[config.mk]
export PLATFORM = sky130hd
export DESIGN_NAME = fpu_issue_ctrl
export DESIGN_NICKNAME = d
export VERILOG_FILES = /design/src/rtl/fpu_pkg.sv /design/src/rtl/sync_fifo.sv /design/src/rtl/fpu_issue_ctrl.sv
export SDC_FILE = /design/constraint.sdc
export NUM_CORES = 1
export LEC_CHECK = 0
export BUFFER_PORTS_ARGS = -buffer_cell sky130_fd_sc_hd__buf_2
export CORE_ASPECT_RATIO = 0.6
export CORE_UTILIZATION = 55
export CTS_CLUSTER_DIAMETER = 30
export DETAILED_ROUTE_END_ITERATION = 8
export PLACE_DENSITY = 0.76
export SLEW_MARGIN = 0
export SYNTH_ARGS = -nofsm -noshare
export SYNTH_HDL_FRONTEND = slang
export SYNTH_SLANG_ARGS = --single-unit
[constraint.sdc]
create_clock -name clk -period 4.5 [get_ports clk]
set_input_delay 0.9 -clock clk [delete_from_list [all_inputs] [get_ports clk]]
set_output_delay 0.9 -clock clk [all_outputs]
set_load 0.1 [all_outputs]
[src/rtl/fpu_pkg.sv]
// Shared definitions for the fpu issue front-end: op codes, rounding mode,
// status flag bit positions and tag width.
package fpu_pkg;

    localparam logic [2:0] FPU_OP_ADD = 3'd0;
    localparam logic [2:0] FPU_OP_SUB = 3'd1;
    localparam logic [2:0] FPU_OP_MUL = 3'd2;
    localparam logic [2:0] FPU_OP_DIV = 3'd3;

    localparam logic [1:0] RMODE_NEAREST_EVEN = 2'd0;

    // Bit positions inside the packed flag word {snan,...,zero}
    localparam int NUM_FLAGS        = 8;
    localparam int FLAG_ZERO        = 0;
    localparam int FLAG_DIV_BY_ZERO = 1;
    localparam int FLAG_UNDERFLOW   = 2;
    localparam int FLAG_OVERFLOW    = 3;
    localparam int FLAG_INE         = 4;
    localparam int FLAG_INF         = 5;
    localparam int FLAG_QNAN        = 6;
    localparam int FLAG_SNAN        = 7;

    localparam int TAG_W = 8;

    typedef logic [NUM_FLAGS-1:0] fpu_flags_t;

endpackage

[src/rtl/sync_fifo.sv]
// Single-clock FIFO with registered pointers and an occupancy count.
// DEPTH must be a power of two (>= 2) so pointers wrap naturally.
// Push when full and pop when empty are ignored.
module sync_fifo #(
    parameter int WIDTH = 8,
    parameter int DEPTH = 4
) (
    input  logic                     clk_i,
    input  logic                     rst_i,
    input  logic                     push_i,
    input  logic [WIDTH-1:0]         wdata_i,
    input  logic                     pop_i,
    output logic [WIDTH-1:0]         rdata_o,
    output logic                     full_o,
    output logic                     empty_o,
    output logic [$clog2(DEPTH):0]   count_o
);

    localparam int AW = $clog2(DEPTH);
    localparam int CW = AW + 1;

    logic [WIDTH-1:0] mem_q [DEPTH];
    logic [AW-1:0]    wr_ptr_q, wr_ptr_d;
    logic [AW-1:0]    rd_ptr_q, rd_ptr_d;
    logic [CW-1:0]    count_q, count_d;
    logic             do_push, do_pop;

    assign full_o  = (count_q == CW'(DEPTH));
    assign empty_o = (count_q == '0);
    assign count_o = count_q;
    assign rdata_o = mem_q[rd_ptr_q];
    assign do_push = push_i && !full_o;
    assign do_pop  = pop_i && !empty_o;

    // Next pointers and count; simultaneous push+pop leaves the count unchanged
    always_comb begin
        wr_ptr_d = wr_ptr_q;
        rd_ptr_d = rd_ptr_q;
        count_d  = count_q;
        if (do_push) wr_ptr_d = wr_ptr_q + AW'(1);
        if (do_pop)  rd_ptr_d = rd_ptr_q + AW'(1);
        case ({do_push, do_pop})
            2'b10:   count_d = count_q + CW'(1);
            2'b01:   count_d = count_q - CW'(1);
            default: count_d = count_q;
        endcase
    end

    // Pointer/count state; reset empties the FIFO
    always_ff @(posedge clk_i or posedge rst_i) begin
        if (rst_i) begin
            wr_ptr_q <= '0;
            rd_ptr_q <= '0;
            count_q  <= '0;
        end else begin
            wr_ptr_q <= wr_ptr_d;
            rd_ptr_q <= rd_ptr_d;
            count_q  <= count_d;
        end
    end

    // Storage needs no reset: entries are only read once written
    always_ff @(posedge clk_i) begin
        if (do_push) mem_q[wr_ptr_q] <= wdata_i;
    end

endmodule

[src/rtl/fpu_issue_ctrl.sv]
// Valid/ready front-end for a fixed-latency, non-stallable fpu core.
// Commands are queued, issued one per clock into registered fpu inputs,
// tracked through a LATENCY+1 deep valid pipe, and their results plus flags
// captured into a result FIFO. A credit check (pipe occupancy + result
// FIFO occupancy < RES_DEPTH) guarantees the result FIFO never overflows.
// Sustaining one op per clock with res_ready high needs RES_DEPTH >= LATENCY+2.
// Optional: define FPU_ISSUE_TAG_EN to carry an 8-bit tag (in_tag/res_tag)
// alongside each op.
module fpu_issue_ctrl
    import fpu_pkg::*;
#(
    parameter int BIT_SIZE  = 31,
    parameter int LATENCY   = 4,
    parameter int CMD_DEPTH = 4,
    parameter int RES_DEPTH = 4
) (
    input  logic                clk,
    input  logic                rst,
    input  logic                in_valid,
    output logic                in_ready,
    input  logic [2:0]          in_op,
    input  logic [1:0]          in_rmode,
    input  logic [BIT_SIZE:0]   in_opa,
    input  logic [BIT_SIZE:0]   in_opb,
`ifdef FPU_ISSUE_TAG_EN
    input  logic [TAG_W-1:0]    in_tag,
    output logic [TAG_W-1:0]    res_tag,
`endif
    output logic [2:0]          fpu_op,
    output logic [1:0]          fpu_rmode,
    output logic [BIT_SIZE:0]   opa,
    output logic [BIT_SIZE:0]   opb,
    input  logic [BIT_SIZE:0]   out,
    input  logic                snan,
    input  logic                qnan,
    input  logic                inf,
    input  logic                ine,
    input  logic                overflow,
    input  logic                underflow,
    input  logic                div_by_zero,
    input  logic                zero,
    output logic                res_valid,
    input  logic                res_ready,
    output logic [BIT_SIZE:0]   res_data,
    output logic [7:0]          res_flags
);

    localparam int W = BIT_SIZE + 1;
`ifdef FPU_ISSUE_TAG_EN
    localparam int CMD_W = TAG_W + 5 + 2 * W;
    localparam int RES_W = TAG_W + W + NUM_FLAGS;
`else
    localparam int CMD_W = 5 + 2 * W;
    localparam int RES_W = W + NUM_FLAGS;
`endif

    // ---------------- command FIFO ----------------
    logic                          cmd_full, cmd_empty;
    logic [$clog2(CMD_DEPTH):0]    cmd_count;
    logic [CMD_W-1:0]              cmd_wdata, cmd_rdata;
    logic [2:0]                    cmd_op;
    logic [1:0]                    cmd_rmode;
    logic [W-1:0]                  cmd_opa, cmd_opb;
    logic                          issue;

`ifdef FPU_ISSUE_TAG_EN
    logic [TAG_W-1:0]              cmd_tag;
    assign cmd_wdata = {in_tag, in_op, in_rmode, in_opa, in_opb};
    assign cmd_tag   = cmd_rdata[2*W+5 +: TAG_W];
`else
    assign cmd_wdata = {in_op, in_rmode, in_opa, in_opb};
`endif
    assign cmd_op    = cmd_rdata[2*W+2 +: 3];
    assign cmd_rmode = cmd_rdata[2*W   +: 2];
    assign cmd_opa   = cmd_rdata[W     +: W];
    assign cmd_opb   = cmd_rdata[0     +: W];

    // in_ready depends only on FIFO state, never on in_valid
    assign in_ready = !cmd_full;

    sync_fifo #(.WIDTH(CMD_W), .DEPTH(CMD_DEPTH)) u_cmd_fifo (
        .clk_i   (clk),
        .rst_i   (rst),
        .push_i  (in_valid),
        .wdata_i (cmd_wdata),
        .pop_i   (issue),
        .rdata_o (cmd_rdata),
        .full_o  (cmd_full),
        .empty_o (cmd_empty),
        .count_o (cmd_count)
    );

    // ---------------- credit / issue ----------------
    logic [LATENCY:0]              vld_pipe_q;
    logic [$clog2(RES_DEPTH):0]    res_count;
    logic                          res_full, res_empty, res_pop;
    int                            outstanding;

    assign res_valid = !res_empty;
    assign res_pop   = res_valid && res_ready;

    // Ops in the pipe or waiting in the result FIFO, net of a result leaving this edge
    always_comb begin
        outstanding = 0;
        for (int i = 0; i <= LATENCY; i++) outstanding += int'(vld_pipe_q[i]);
        outstanding += int'(res_count);
        if (res_pop) outstanding -= 1;
    end

    assign issue = !cmd_empty && (outstanding < RES_DEPTH);

    logic [2:0]   fpu_op_q;
    logic [1:0]   fpu_rmode_q;
    logic [W-1:0] opa_q, opb_q;

    // fpu input registers: load on issue, hold last value when idle
    always_ff @(posedge clk or posedge rst) begin
        if (rst) begin
            fpu_op_q    <= FPU_OP_ADD;
            fpu_rmode_q <= RMODE_NEAREST_EVEN;
            opa_q       <= '0;
            opb_q       <= '0;
        end else if (issue) begin
            fpu_op_q    <= cmd_op;
            fpu_rmode_q <= cmd_rmode;
            opa_q       <= cmd_opa;
            opb_q       <= cmd_opb;
        end
    end

    assign fpu_op    = fpu_op_q;
    assign fpu_rmode = fpu_rmode_q;
    assign opa       = opa_q;
    assign opb       = opb_q;

    // Valid pipe: stage 0 mirrors the issue register, last stage marks out/flags valid
    always_ff @(posedge clk or posedge rst) begin
        if (rst) vld_pipe_q <= '0;
        else     vld_pipe_q <= {vld_pipe_q[LATENCY-1:0], issue};
    end

`ifdef FPU_ISSUE_TAG_EN
    logic [LATENCY:0][TAG_W-1:0] tag_pipe_q;

    // Tag travels in lockstep with the valid pipe
    always_ff @(posedge clk or posedge rst) begin
        if (rst) tag_pipe_q <= '0;
        else     tag_pipe_q <= {tag_pipe_q[LATENCY-1:0], cmd_tag};
    end
`endif

    // ---------------- result FIFO ----------------
    fpu_flags_t       cap_flags;
    logic [RES_W-1:0] res_wdata, res_rdata;

    // Pack the individual fpu status lines into the flag word
    always_comb begin
        cap_flags                   = '0;
        cap_flags[FLAG_SNAN]        = snan;
        cap_flags[FLAG_QNAN]        = qnan;
        cap_flags[FLAG_INF]         = inf;
        cap_flags[FLAG_INE]         = ine;
        cap_flags[FLAG_OVERFLOW]    = overflow;
        cap_flags[FLAG_UNDERFLOW]   = underflow;
        cap_flags[FLAG_DIV_BY_ZERO] = div_by_zero;
        cap_flags[FLAG_ZERO]        = zero;
    end

`ifdef FPU_ISSUE_TAG_EN
    assign res_wdata = {tag_pipe_q[LATENCY], out, cap_flags};
    assign res_tag   = res_rdata[W+NUM_FLAGS +: TAG_W];
`else
    assign res_wdata = {out, cap_flags};
`endif
    assign res_data  = res_rdata[NUM_FLAGS +: W];
    assign res_flags = res_rdata[0 +: NUM_FLAGS];

    sync_fifo #(.WIDTH(RES_W), .DEPTH(RES_DEPTH)) u_res_fifo (
        .clk_i   (clk),
        .rst_i   (rst),
        .push_i  (vld_pipe_q[LATENCY]),
        .wdata_i (res_wdata),
        .pop_i   (res_pop),
        .rdata_o (res_rdata),
        .full_o  (res_full),
        .empty_o (res_empty),
        .count_o (res_count)
    );

    // Status outputs not needed here: cmd occupancy is implied by full/empty,
    // and the credit check keeps the result FIFO from ever being pushed while full
    logic unused_fifo_status;
    assign unused_fifo_status = &{1'b0, cmd_count, res_full};

endmodule
Word-level counts from Yosys, hierarchy flattened
Memories as Yosys holds them, arrays and structs flattened. A register that Yosys moved wholly into a read port is not among the register bits.
Index checks and enable logic that the tools add are counted.
- equality and inequality tests: 6
- order comparisons: 1
- reductions and logical operators: 14
- multiplexer cells: 7
- add/subtract/negate cells: 14
- operators with widths (operator ; number):
    $lt 32x4->1 const B ; 1
    $mux 32 ; 1
    $pmux 3 s2 ; 2
    $add 2x1->2 const B ; 4
    $sub 6x1->7 const B ; 1
    $add 3x1->3 const B ; 2
    $add 5x3->6 ; 1
    $eq 3x3->1 const B ; 2
    $logic_and 1x1->1 ; 6
    $logic_not 3->1 ; 2
    $sub 3x1->3 const B ; 2
    $add 4x1->5 ; 1
    $add 3x1->4 ; 1
    $eq 2x1->1 const B ; 2
    $eq 2x2->1 const B ; 2
    $logic_not 1->1 ; 4
    $mux 1 ; 4
    $reduce_bool 2->1 ; 2
    $add 2x1->3 ; 1
    $add 1x1->2 ; 1
- register bits: 19
- memory bits (writable): 436
- bits of input ports: 113
- memories kept: 2
- memories (memory ; depth ; bits a word ; read ports ; clocked after memory_dff ; write ports ; line ; RTL):
    u_cmd_fifo.mem_q ; 4 ; 69 ; 1 ; 1 ; 1 ; sync_fifo.sv:22 ; logic [WIDTH-1:0] mem_q [DEPTH];
    u_res_fifo.mem_q ; 4 ; 40 ; 1 ; 0 ; 1 ; sync_fifo.sv:22 ;

Longest topological paths before layout
Gate-level depths: netlist of run 1.
- depth in word-level cells: 12
- depth in mapped cells: 18
- mapped depth without buffers: 16

Modules after synthesis
A second synthesis of run 1 with hierarchy kept.
- cell total of the unflattened synthesis: 820
- area, all modules: 19902.8 sq um
- modules (own cells, without submodules) (module ; area each (sq um) ; seq. area each (sq um) ; cells an instance ; instances):
    sync_fifo (u_cmd_fifo) ; 10461.3 ; 8463.1 ; 399 ; 1
    sync_fifo (u_res_fifo) ; 6253.5 ; 4979.8 ; 248 ; 1
    fpu_issue_ctrl ; 3188.1 ; 1851.8 ; 173 ; 1

Worst setup path before layout of run 1
No wires, ideal clock.
- path kind: register to register
- start point: register vld_pipe_q[0]
- end point: register u_cmd_fifo.count_q[2] (netlist: u_cmd_fifo.count_o[2])
- arrival: 4.088 ns
- stages on the path, launching flop included: 19
- clock period less this slack: 4.167 ns
- path slack: 0.333 ns
- cell sequence: dfrtp_1 -> fa_1 -> inv_1 -> fa_1 -> inv_1 -> ha_1 -> fa_1 -> nor2_1 -> a21oi_2 -> or4_4 -> buf_6 -> buf_12 -> inv_1 -> ha_1 -> inv_1 -> fa_1 -> xor2_1 -> nor2_1 -> xor2_1
- cells in the longest elaborated chain, start to end: 12
- ends and longest elaborated chain (item ; line ; RTL):
    start, declared ; fpu_issue_ctrl.sv:94 ; logic [LATENCY:0] vld_pipe_q;
    start signal, assigned ; fpu_issue_ctrl.sv:139 ; else vld_pipe_q <= {vld_pipe_q[LATENCY-1:0], issue};
    $add 1x1->2 (*) ; fpu_issue_ctrl.sv:105 ; for (int i = 0; i <= LATENCY; i++) outstanding += int'(vld_pipe_q[i]);
    $add 2x1->3 (*) ; fpu_issue_ctrl.sv:105 ;
    $add 3x1->4 (*) ; fpu_issue_ctrl.sv:105 ;
    $add 4x1->5 (*) ; fpu_issue_ctrl.sv:105 ;
    $add 5x3->6 (*) ; fpu_issue_ctrl.sv:106 ; outstanding += int'(res_count);
    $sub 6x1->7 ; fpu_issue_ctrl.sv:107 ; if (res_pop) outstanding -= 1;
    $mux 32 (*) ; fpu_issue_ctrl.sv:107 ;
    $lt 32x4->1 (*) ; fpu_issue_ctrl.sv:110 ; assign issue = !cmd_empty && (outstanding < RES_DEPTH);
    $logic_and 1x1->1 (*) ; fpu_issue_ctrl.sv:110 ;
    net issue ; fpu_issue_ctrl.sv:64 ; logic issue;
    $logic_and 1x1->1 (*) ; sync_fifo.sv:33 ; assign do_pop = pop_i && !empty_o;
    $eq 2x1->1 or $eq 2x2->1 (tied branches) ; sync_fifo.sv:42 ; case ({do_push, do_pop})
    $pmux 3 s2 or $reduce_bool 2->1 (tied branches) ; -- ;
    end signal, assigned ; sync_fifo.sv:58 ; count_q <= count_d;
    end, declared ; sync_fifo.sv:25 ; logic [CW-1:0] count_q, count_d;
The timed path passes the listed nets; every way through them passes the cells marked *.
A chain may end at the register's enable or synchronous reset.

Worst setup path in the final report of run 1
- start point: register vld_pipe_q[0]
- end point: register opb_q[21] (netlist: opb[21]) (read register of u_cmd_fifo.mem_q)
- cells in the longest elaborated chain, start to end: 9
- ends and longest elaborated chain (item ; line ; RTL):
    $add 1x1->2 (*) ; fpu_issue_ctrl.sv:105 ;
    $add 2x1->3 (*) ; fpu_issue_ctrl.sv:105 ;
    $add 3x1->4 (*) ; fpu_issue_ctrl.sv:105 ;
    $add 4x1->5 (*) ; fpu_issue_ctrl.sv:105 ;
    $add 5x3->6 (*) ; fpu_issue_ctrl.sv:106 ;
    $sub 6x1->7 ; fpu_issue_ctrl.sv:107 ;
    $mux 32 (*) ; fpu_issue_ctrl.sv:107 ;
    $lt 32x4->1 (*) ; fpu_issue_ctrl.sv:110 ;
    $logic_and 1x1->1 (*) ; fpu_issue_ctrl.sv:110 ;
    end, declared ; fpu_issue_ctrl.sv:114 ; logic [W-1:0] opa_q, opb_q;
Every way passes the cells marked *; elsewhere a longest branch is shown, timed or not.

==> results of run 1 <==
[cell usage in the layout (no fill, tap or decap), types with 6 or more instances in the layout]
master and count:
inv_1 17, buf_2 223, dfrtp_1 85, clkbuf_16 75, ha_1 14, inv_6 15
xnor2_1 7, xor2_1 6, mux2_4 68, clkinv_4 6, clkinv_2 9, edfxtp_1 436
bufinv_16 8, mux4_2 109, buf_4 12
[metal layers]
metal  share of wire (%)  global-route usage, %
met1                  44                   28.8
met2                  49                   32.9
met3                 4.2                   4.82
met4                 2.2                   6.76
met5                   0                      0
[per-stage QoR]
stage                     utilization [%]  hold WS (ns)  setup slack [ns]  area (um2)
after floorplan                         -         0.360             0.333       19700
after global placement               60.6         0.377             0.222       21300
after detailed placement             60.6         0.391            0.0631       21300
after CTS                            67.8         0.407            0.0936       23800
after global routing                 67.8         0.417          0.000131       23800
final                                67.8         0.408             0.130       23800
[state kept, by name, indices dropped and copies added, names as in the netlist]
register,count
fpu_op,3
fpu_rmode,2
opa,32
opb,32
u_cmd_fifo.count_o,3
u_cmd_fifo.mem_q,276
u_cmd_fifo.rd_ptr_q,2
u_cmd_fifo.wr_ptr_q,2
u_res_fifo.count_o,3
u_res_fifo.mem_q,160
u_res_fifo.rd_ptr_q,2
u_res_fifo.wr_ptr_q,2
vld_pipe_q,5
[worst max-delay path, stage by stage, from the launching register on]
cell     delay (ns)
dfrtp_1        0.39
fa_1           0.54
inv_1          0.05
fa_1           0.48
inv_1          0.05
ha_1           0.20
fa_1           0.50
nor2_1         0.06
a21oi_2        0.14
or4_4          0.15
buf_4          0.75
buf_4          0.57
mux2_4         0.34
[cells by family after synthesis]
kind of cell | count (synthesis) | synth area share (%)
AO/OA/AOI/OAI | 5 | 0.216
flip-flops | 524 | 77.7
multiplexers | 181 | 17.9
adder cells (fa/ha/maj) | 19 | 1.40
XOR/XNOR | 13 | 0.578
AND/OR/NAND/NOR | 21 | 0.623
buffers and inverters | 52 | 1.65
[layout make-up]
type                    count  area [um2]
clock buffers              81        1950
fillers                  2215       11300
clock inverters            51         576
repair buffers            237        1250
multi-input cells         239        4100
flip-flops and latches    524       15300
well taps                 467         584
diodes                      3        7.51
inverters                  18        70.1
[path summary, 6_finish.rpt]
| kind | to | cells after the start | start | slack (ns) |
|---|---|---|---|---|
| max | opb[21] | 12 | vld_pipe_q[0] | 0.13 |
| min reg2reg | vld_pipe_q[2] | 0 | vld_pipe_q[1] | 0.41 |
| max in group asynchronous | opa[0] | 3 | rst | 3.01 |
| min in group asynchronous | u_res_fifo.rd_ptr_q[0] | 2 | rst | 0.53 |
| min | vld_pipe_q[2] | 0 | vld_pipe_q[1] | 0.41 |
| max reg2reg | opb[21] | 12 | vld_pipe_q[0] | 0.13 |
==> flow_summary_export.csv, run 1 <==
group,metric,value,unit
worst_hold_path,hp-class,"flip-flop to flip-flop",
outcome,outcome,"finished clean",
sta,worstMarginPinSlew,1.14,ns
worst_setup_path,crit_fanout,46,
worst_setup_path,worstSetupPathType,"flip-flop to flip-flop",
synthesis,synth.net_count,947,
sta,hold_viol_final,0,
synthesis,ys.flop_type,"edfxtp_1",
finish,drive_above_1_share,48.6,%
cts,clk_pin_slew,0.06,ns
cts,clk_path_buf_depth,3,
cts,clock-sinks,524,
place,dp_hpwl,21.9,mm
cts,cts_hold_buf,0,
place,gp_congestion,0.730,
floorplan,fp.dieH,149,um
synthesis,synth_area_per_cell,24.2,um2
worst_setup_path,end_kind,"flip-flop",
finish,stdcell_count,1620,
cts,cts-root-buf,"clkbuf_16",
cts,cts_setup_buffers,0,
finish,syn2layout_area_growth,21.0,%
place,dp.cells,1485,
sta,period_needed,4.37,ns
synthesis,synth.most_common_cell,"edfxtp_1",
sta,rsz0062_at_grt,"no",
cts,cts_max_level,3,
floorplan,die_area,36600,um2
global_routing,globalRouteOverflowTotal,0,
synthesis,synth_common_cells,"edfxtp_1 (436), mux4_2 (109), dfrtp_1 (88)",
sta,skew,0.0258,ns
synthesis,ys_seq_elements,524,
worst_setup_path,startpoint_type,"flip-flop",
route,num_vias,8907,
sta,slew_violations,0,
floorplan,row_count,53,
place,io_buffers,223,
synthesis,synthCells,815,
synthesis,synth-seq-area-share,77.7,%
global_routing,grtUsageTotal,20.7,%
global_routing,grt_pass1_wl,56.3,mm
sta,setup_viol,0,
route,drtAntennaViolNets,0,
worst_setup_path,crit_arrival,4.82,ns
floorplan,start_util,56.0,%
sta,relSlewSlack,24.0,%
route,post_drt_wl_per_cell,22.7,um
global_routing,grt_pass1_vias,9625,
synthesis,async_flop_share,16.8,%
sta,period_share,97.1,%
synthesis,netlist_area,19700,um2
global_routing,antenna_found_initial,1,
cts,cts_tree,"done",
synthesis,yosys_warnings,0,
synthesis,synth.area.top_cells,"edfxtp_1 (66%), mux4_2 (12%), dfrtp_1 (11%)",
route,vias_per_cell,5.50,
route,finalWirelength,36.8,mm
route,drt_iter0_markers,451,
worst_setup_path,crit_required,4.95,ns
cts,ctsResizeCount,0,
synthesis,synth.distinct_cells,32,
route,dr.pass1.iters,4,
synthesis,synth_top_area_share,66.5,%
run,maxCapViolCount,0,
route,drc,0,
floorplan,ios,224,
floorplan,die-width,246,um
floorplan,fp.coreArea,35100,um2
sta,tns,0,ns
sta,fmax,229,MHz
finish,nNetsFinal,1223,
cts,numCtsBuffers,71,
synthesis,synth.largest_area_cell,"edfxtp_1",
cts,clkLatencyLatePin,0.57,ns
global_routing,grt_max_degree,62,
synthesis,synth_edf_count,436,
Power of run 1 is left out: the tool's default activity adds up to more than one toggle a clock period on the data nets, which glitch-free logic cannot reach.
==> run 2, diff against run 1 <==
--- a/config.mk
+++ b/config.mk
@@ -6,11 +6,13 @@
 export NUM_CORES = 1
 export LEC_CHECK = 0
 export BUFFER_PORTS_ARGS = -buffer_cell sky130_fd_sc_hd__buf_2
+export CELL_PAD_IN_SITES_DETAIL_PLACEMENT = 1
+export CELL_PAD_IN_SITES_GLOBAL_PLACEMENT = 1
 export CORE_ASPECT_RATIO = 0.6
-export CORE_UTILIZATION = 55
+export CORE_UTILIZATION = 51
 export CTS_CLUSTER_DIAMETER = 30
 export DETAILED_ROUTE_END_ITERATION = 8
-export PLACE_DENSITY = 0.76
+export PLACE_DENSITY_LB_ADDON = 0.1
 export SLEW_MARGIN = 0
 export SYNTH_ARGS = -nofsm -noshare
 export SYNTH_HDL_FRONTEND = slang
==> run 2 against run 1 <==
  * Clock-buffer cell count up 6
  * Clock skew down 0.0049 ns
  * Flip-flop and latch count unchanged
  * Register-to-register slack better by 0.30 ns
  * Worst setup slack better by 0.30 ns
  * Non-clock buffer count up 3
  * Die area up 7.8%
  * Largest cell class unchanged
  * Highest routed layer is now met5
==> flow_summary_export.csv, run 2 (synthesized netlist as in run 1, its figures left out) <==
group,metric,value,unit
outcome,outcome,"finished clean",
finish,fin_util,63.7,%
sta,period_share,90.5,%
global_routing,antenna_found_initial,4,
place,io_buffers,223,
sta,skew,0.0210,ns
finish,mostFrequentLayoutCells,"edfxtp_1 (436), buf_2 (223), mux4_2 (109), dfrtp_1 (85), clkbuf_16 (78)",
finish,stdcell_count,1676,
cts,clk_pin_slew,0.05,ns
floorplan,fp.coreArea,37800,um2
global_routing,grt_max_degree,71,
finish,largest_reg_flops,276,
global_routing,grtUsageTotal,21.2,%
worst_hold_path,hp-class,"flip-flop to flip-flop",
place,dp_hpwl,23.3,mm
worst_setup_path,end_kind,"flip-flop",
cts,clock-sinks,524,
sta,rsz0062_at_grt,"no",
finish,drive_above_1_share,48.4,%
floorplan,start_util,52.0,%
route,vias_per_cell,5.34,
floorplan,fp.dieH,154,um
route,drt_iter0_markers,564,
cts,ctsResizeCount,0,
route,dr.pass1.iters,4,
sta,fmax,246,MHz
route,num_vias,8949,
floorplan,die-width,256,um
worst_hold_path,hold_depth,0,
sta,worstMarginPinSlew,1.07,ns
sta,hold_viol_final,0,
floorplan,ios,224,
sta,slew_violations,0,
cts,cts_hold_buf,0,
cts,clk_path_buf_depth,3,
finish,syn2layout_area_growth,22.5,%
route,drc,0,
worst_setup_path,crit_required,5.00,ns
cts,clkLatencyLatePin,0.59,ns
sta,tns,0,ns
place,dp.cells,1534,
finish,mostFrequentLayoutCell,"edfxtp_1",
finish,regMostFlops,"u_cmd_fifo.mem_q",
finish,fillers,3104,
cts,cts_max_level,3,
place,place_area,21400,um2
sta,setup_viol,0,
floorplan,die_area,39400,um2
run,maxCapViolCount,0,
global_routing,globalRouteOverflowTotal,0,
place,gp_congestion,0.684,
worst_setup_path,crit_fanout,2,
sta,period_needed,4.07,ns
floorplan,row_count,55,
cts,cts_tree,"done",
route,post_drt_wl_per_cell,24.0,um
worst_setup_path,r2r_cells,16,
global_routing,grt_pass1_vias,10100,
cts,cts_setup_buffers,0,
sta,relSlewSlack,28.9,%
finish,seq_area,15300,um2
finish,nNetsFinal,1231,
global_routing,grt_pass1_wl,62.3,mm
cts,numCtsBuffers,76,
route,drtAntennaViolNets,0,
finish,multi_input_area,4100,um2
route,finalWirelength,40.2,mm
cts,cts-root-buf,"clkbuf_16",
worst_setup_path,crit_arrival,4.57,ns
worst_setup_path,startpoint_type,"flip-flop",
worst_setup_path,worstSetupPathType,"flip-flop to flip-flop",
finish,reg.largest.list,"u_cmd_fifo.mem_q (276), u_res_fifo.mem_q (160)",
finish,stdcell_area,24100,um2
## run 2: final timing paths
path / from / slack, ns / endpoint
max: vld_pipe_q[0] / 0.43 / u_cmd_fifo.count_o[2]
min: vld_pipe_q[3] / 0.40 / vld_pipe_q[4]
max reg2reg: vld_pipe_q[0] / 0.43 / u_cmd_fifo.count_o[2]
min reg2reg: vld_pipe_q[3] / 0.40 / vld_pipe_q[4]
max in group asynchronous: rst / 3.04 / opb[12]
min in group asynchronous: rst / 0.57 / opb[10]
## run 2: layer usage
metal	vias to the layer above	routed length, um	track usage, %	part of all wire, %
li1	3944	-	-	-
met1	4780	18100	29.9	45
met2	174	19900	33.7	49
met3	49	1680	4.88	4.2
met4	2	539	5.67	1.3
met5	-	13	0	0.032
## run 2: layout make-up
class,instances,area share [%]
clock buffer,87,8.32
timing repair buffer,240,5.31
inverter,18,0.291
multi-input combinational,239,17.0
sequential,524,63.5
antenna,2,0.0208
clock inverter,53,2.94
tap,513,2.66
## run 2: worst max-delay path: stages, from the launching register on
cell and delay [ns]:
dfrtp_1 0.39, fa_1 0.54, inv_1 0.05, fa_1 0.48, inv_1 0.04, ha_1 0.20, fa_1 0.43, nor2_1 0.14
a21oi_2 0.08, or4_4 0.53, inv_1 0.09, ha_1 0.18, inv_1 0.06, fa_1 0.37, xor2_1 0.16, nor2_1 0.11
xor2_1 0.15
## run 2: metrics by stage
step	worst slack [ns]	hold WS [ns]
after floorplan	0.333	0.360
after global placement	0.459	0.382
after detailed placement	0.435	0.390
after CTS	0.393	0.403
after global routing	0.218	0.413
final	0.428	0.400
Power of run 2 is left out for the same reason.
==> run 3, diff against run 2 <==
--- a/config.mk
+++ b/config.mk
@@ -9,7 +9,7 @@
 export CELL_PAD_IN_SITES_DETAIL_PLACEMENT = 1
 export CELL_PAD_IN_SITES_GLOBAL_PLACEMENT = 1
 export CORE_ASPECT_RATIO = 0.6
-export CORE_UTILIZATION = 51
+export CORE_UTILIZATION = 45
 export CTS_CLUSTER_DIAMETER = 30
 export DETAILED_ROUTE_END_ITERATION = 8
 export PLACE_DENSITY_LB_ADDON = 0.1
==> run 3 against run 2 <==
  * Critical path depth unchanged
  * Final area grew 1.6%
  * Clock skew hardly changed
  * Wire length up 0.37%
  * Final cell count grew 4.6%
  * Hold slack lost 0.024 ns
  * Maximum frequency grew 0.76%
  * Via count is 0.49% higher
  * Critical endpoint unchanged
  * Highest routed layer unchanged
==> flow_summary_export.csv, run 3 (synthesized netlist as in run 1, its figures left out) <==
group,metric,value,unit
worst_setup_path,critPathLaunch,"vld_pipe_q[0]",
worst_setup_path,crit_arrival,4.58,ns
finish,syn2layout_area_growth,24.4,%
route,num_vias,8993,
route,drt_iter0_markers,415,
sta,fmax,247,MHz
floorplan,ios,224,
worst_setup_path,worstSetupPathType,"flip-flop to flip-flop",
sta,hold_viol_final,0,
sta,period_needed,4.04,ns
finish,fillers,3666,
worst_setup_path,rrSetupSlack,0.46,ns
finish,drive_above_1_share,49.5,%
route,drtAntennaViolNets,0,
sta,slew_violations,0,
worst_setup_path,crit_required,5.04,ns
route,dr.pass1.iters,4,
place,io_buffers,223,
outcome,outcome,"finished clean",
cts,clkLatencyLatePin,0.61,ns
route,post_drt_wl_per_cell,23.0,um
cts,cts-root-buf,"clkbuf_16",
sta,setup_viol,0,
worst_setup_path,crit_fanout,3,
place,dp_hpwl,24.1,mm
route,finalWirelength,40.4,mm
cts,cts_tree,"done",
floorplan,start_util,46.3,%
finish,largest_reg_flops,276,
worst_setup_path,rr_endpoint,"u_cmd_fifo.count_o[2]",
finish,nNetsFinal,1244,
cts,clk_pin_slew,0.05,ns
finish,mostFrequentLayoutCell,"edfxtp_1",
floorplan,fp.coreArea,42500,um2
global_routing,grt_pass1_wl,61.5,mm
route,vias_per_cell,5.13,
worst_setup_path,reg2reg_from,"vld_pipe_q[0]",
finish,reg.largest.list,"u_cmd_fifo.mem_q (276), u_res_fifo.mem_q (160)",
floorplan,fp.dieH,164,um
worst_setup_path,startpoint_type,"flip-flop",
global_routing,grt_max_degree,57,
global_routing,antenna_found_initial,3,
floorplan,die_area,44600,um2
finish,mostFrequentLayoutCells,"edfxtp_1 (436), buf_2 (223), mux4_2 (109), clkbuf_16 (85), dfrtp_1 (85)",
cts,cts_hold_buf,0,
cts,ctsResizeCount,0,
finish,regMostFlops,"u_cmd_fifo.mem_q",
cts,numCtsBuffers,85,
floorplan,row_count,58,
sta,skew,0.0213,ns
sta,tns,0,ns
floorplan,die-width,272,um
worst_setup_path,r2r_cells,16,
worst_setup_path,end_kind,"flip-flop",
worst_hold_path,hp-class,"input port to async pin",
sta,rsz0062_at_grt,"no",
cts,clock-sinks,524,
run,maxCapViolCount,0,
cts,cts_max_level,3,
global_routing,grt_pass1_vias,9992,
worst_setup_path,crit_end,"u_cmd_fifo.count_o[2]",
sta,period_share,89.8,%
cts,clk_path_buf_depth,3,
route,drc,0,
cts,cts_setup_buffers,0,
sta,worstMarginPinSlew,1.05,ns
global_routing,globalRouteOverflowTotal,0,
place,gp_congestion,0.723,
global_routing,grtUsageTotal,18.6,%
sta,relSlewSlack,29.7,%
-- run 3: changes by cell type in the layout (fill, tap and decap cells not counted), sizes merged --
cell / previous run / this run
clkinvlp: 5 / 11
clkinv: 21 / 29
diode: 2 / 1
clkbuf: 87 / 93
inv: 33 / 30
buf: 240 / 244
-- run 3: layout make-up --
type | count | area (um2) | share of cell area (%)
Timing Repair Buffer | 244 | 1290 | 5.25
Clock buffer | 93 | 2190 | 8.93
Tap cell | 570 | 713 | 2.91
Clock inverter | 64 | 833 | 3.40
Antenna cell | 1 | 2.50 | 0.0102
Inverter | 18 | 70.1 | 0.286
Sequential cell | 524 | 15300 | 62.5
Multi-Input combinational cell | 239 | 4100 | 16.7
-- run 3: worst max-delay path, cell delays in order, from the launching register on --
cell,delay [ns]
dfrtp_1,0.40
fa_1,0.53
inv_1,0.05
fa_1,0.48
inv_1,0.05
ha_1,0.20
fa_1,0.44
nor2_1,0.13
a21oi_2,0.07
or4_4,0.52
inv_1,0.09
ha_1,0.18
inv_1,0.06
fa_1,0.37
xor2_1,0.15
nor2_1,0.11
xor2_1,0.15
-- run 3: how the worst min path moves through the flow --
stage                       start       endpoint  slack [ns]
floorplan           vld_pipe_q[2]  vld_pipe_q[3]        0.36
global placement    vld_pipe_q[3]  vld_pipe_q[4]        0.38
detailed placement  vld_pipe_q[2]  vld_pipe_q[3]        0.38
CTS                           rst        opb[22]        0.38
global route                  rst        opb[15]        0.40
finish                        rst         opa[0]        0.38
-- run 3: metal layers --
layer | track usage, % | up-vias | routed length, um
met4 | 5.92 | 4 | 835
li1 | - | 3966 | -
met2 | 29.7 | 199 | 19700
met3 | 4.74 | 76 | 1890
met5 | 0 | - | 28
met1 | 25.4 | 4748 | 17900
-- run 3: metrics by stage --
step / utilization (%) / instances / instance area [um2] / setup WS (ns) / hold slack [ns]
final: 57.6 / 1753 / 24500 / 0.458 / 0.376
after global routing: 57.6 / 1752 / 24500 / 0.200 / 0.397
after CTS: 57.6 / 1752 / 24500 / 0.424 / 0.376
after detailed placement: 50.5 / 1595 / 21500 / 0.435 / 0.384
after global placement: 50.5 / 1595 / 21500 / 0.451 / 0.378
after floorplan: - / 815 / 19700 / 0.333 / 0.360
Power of run 3 is left out for the same reason.
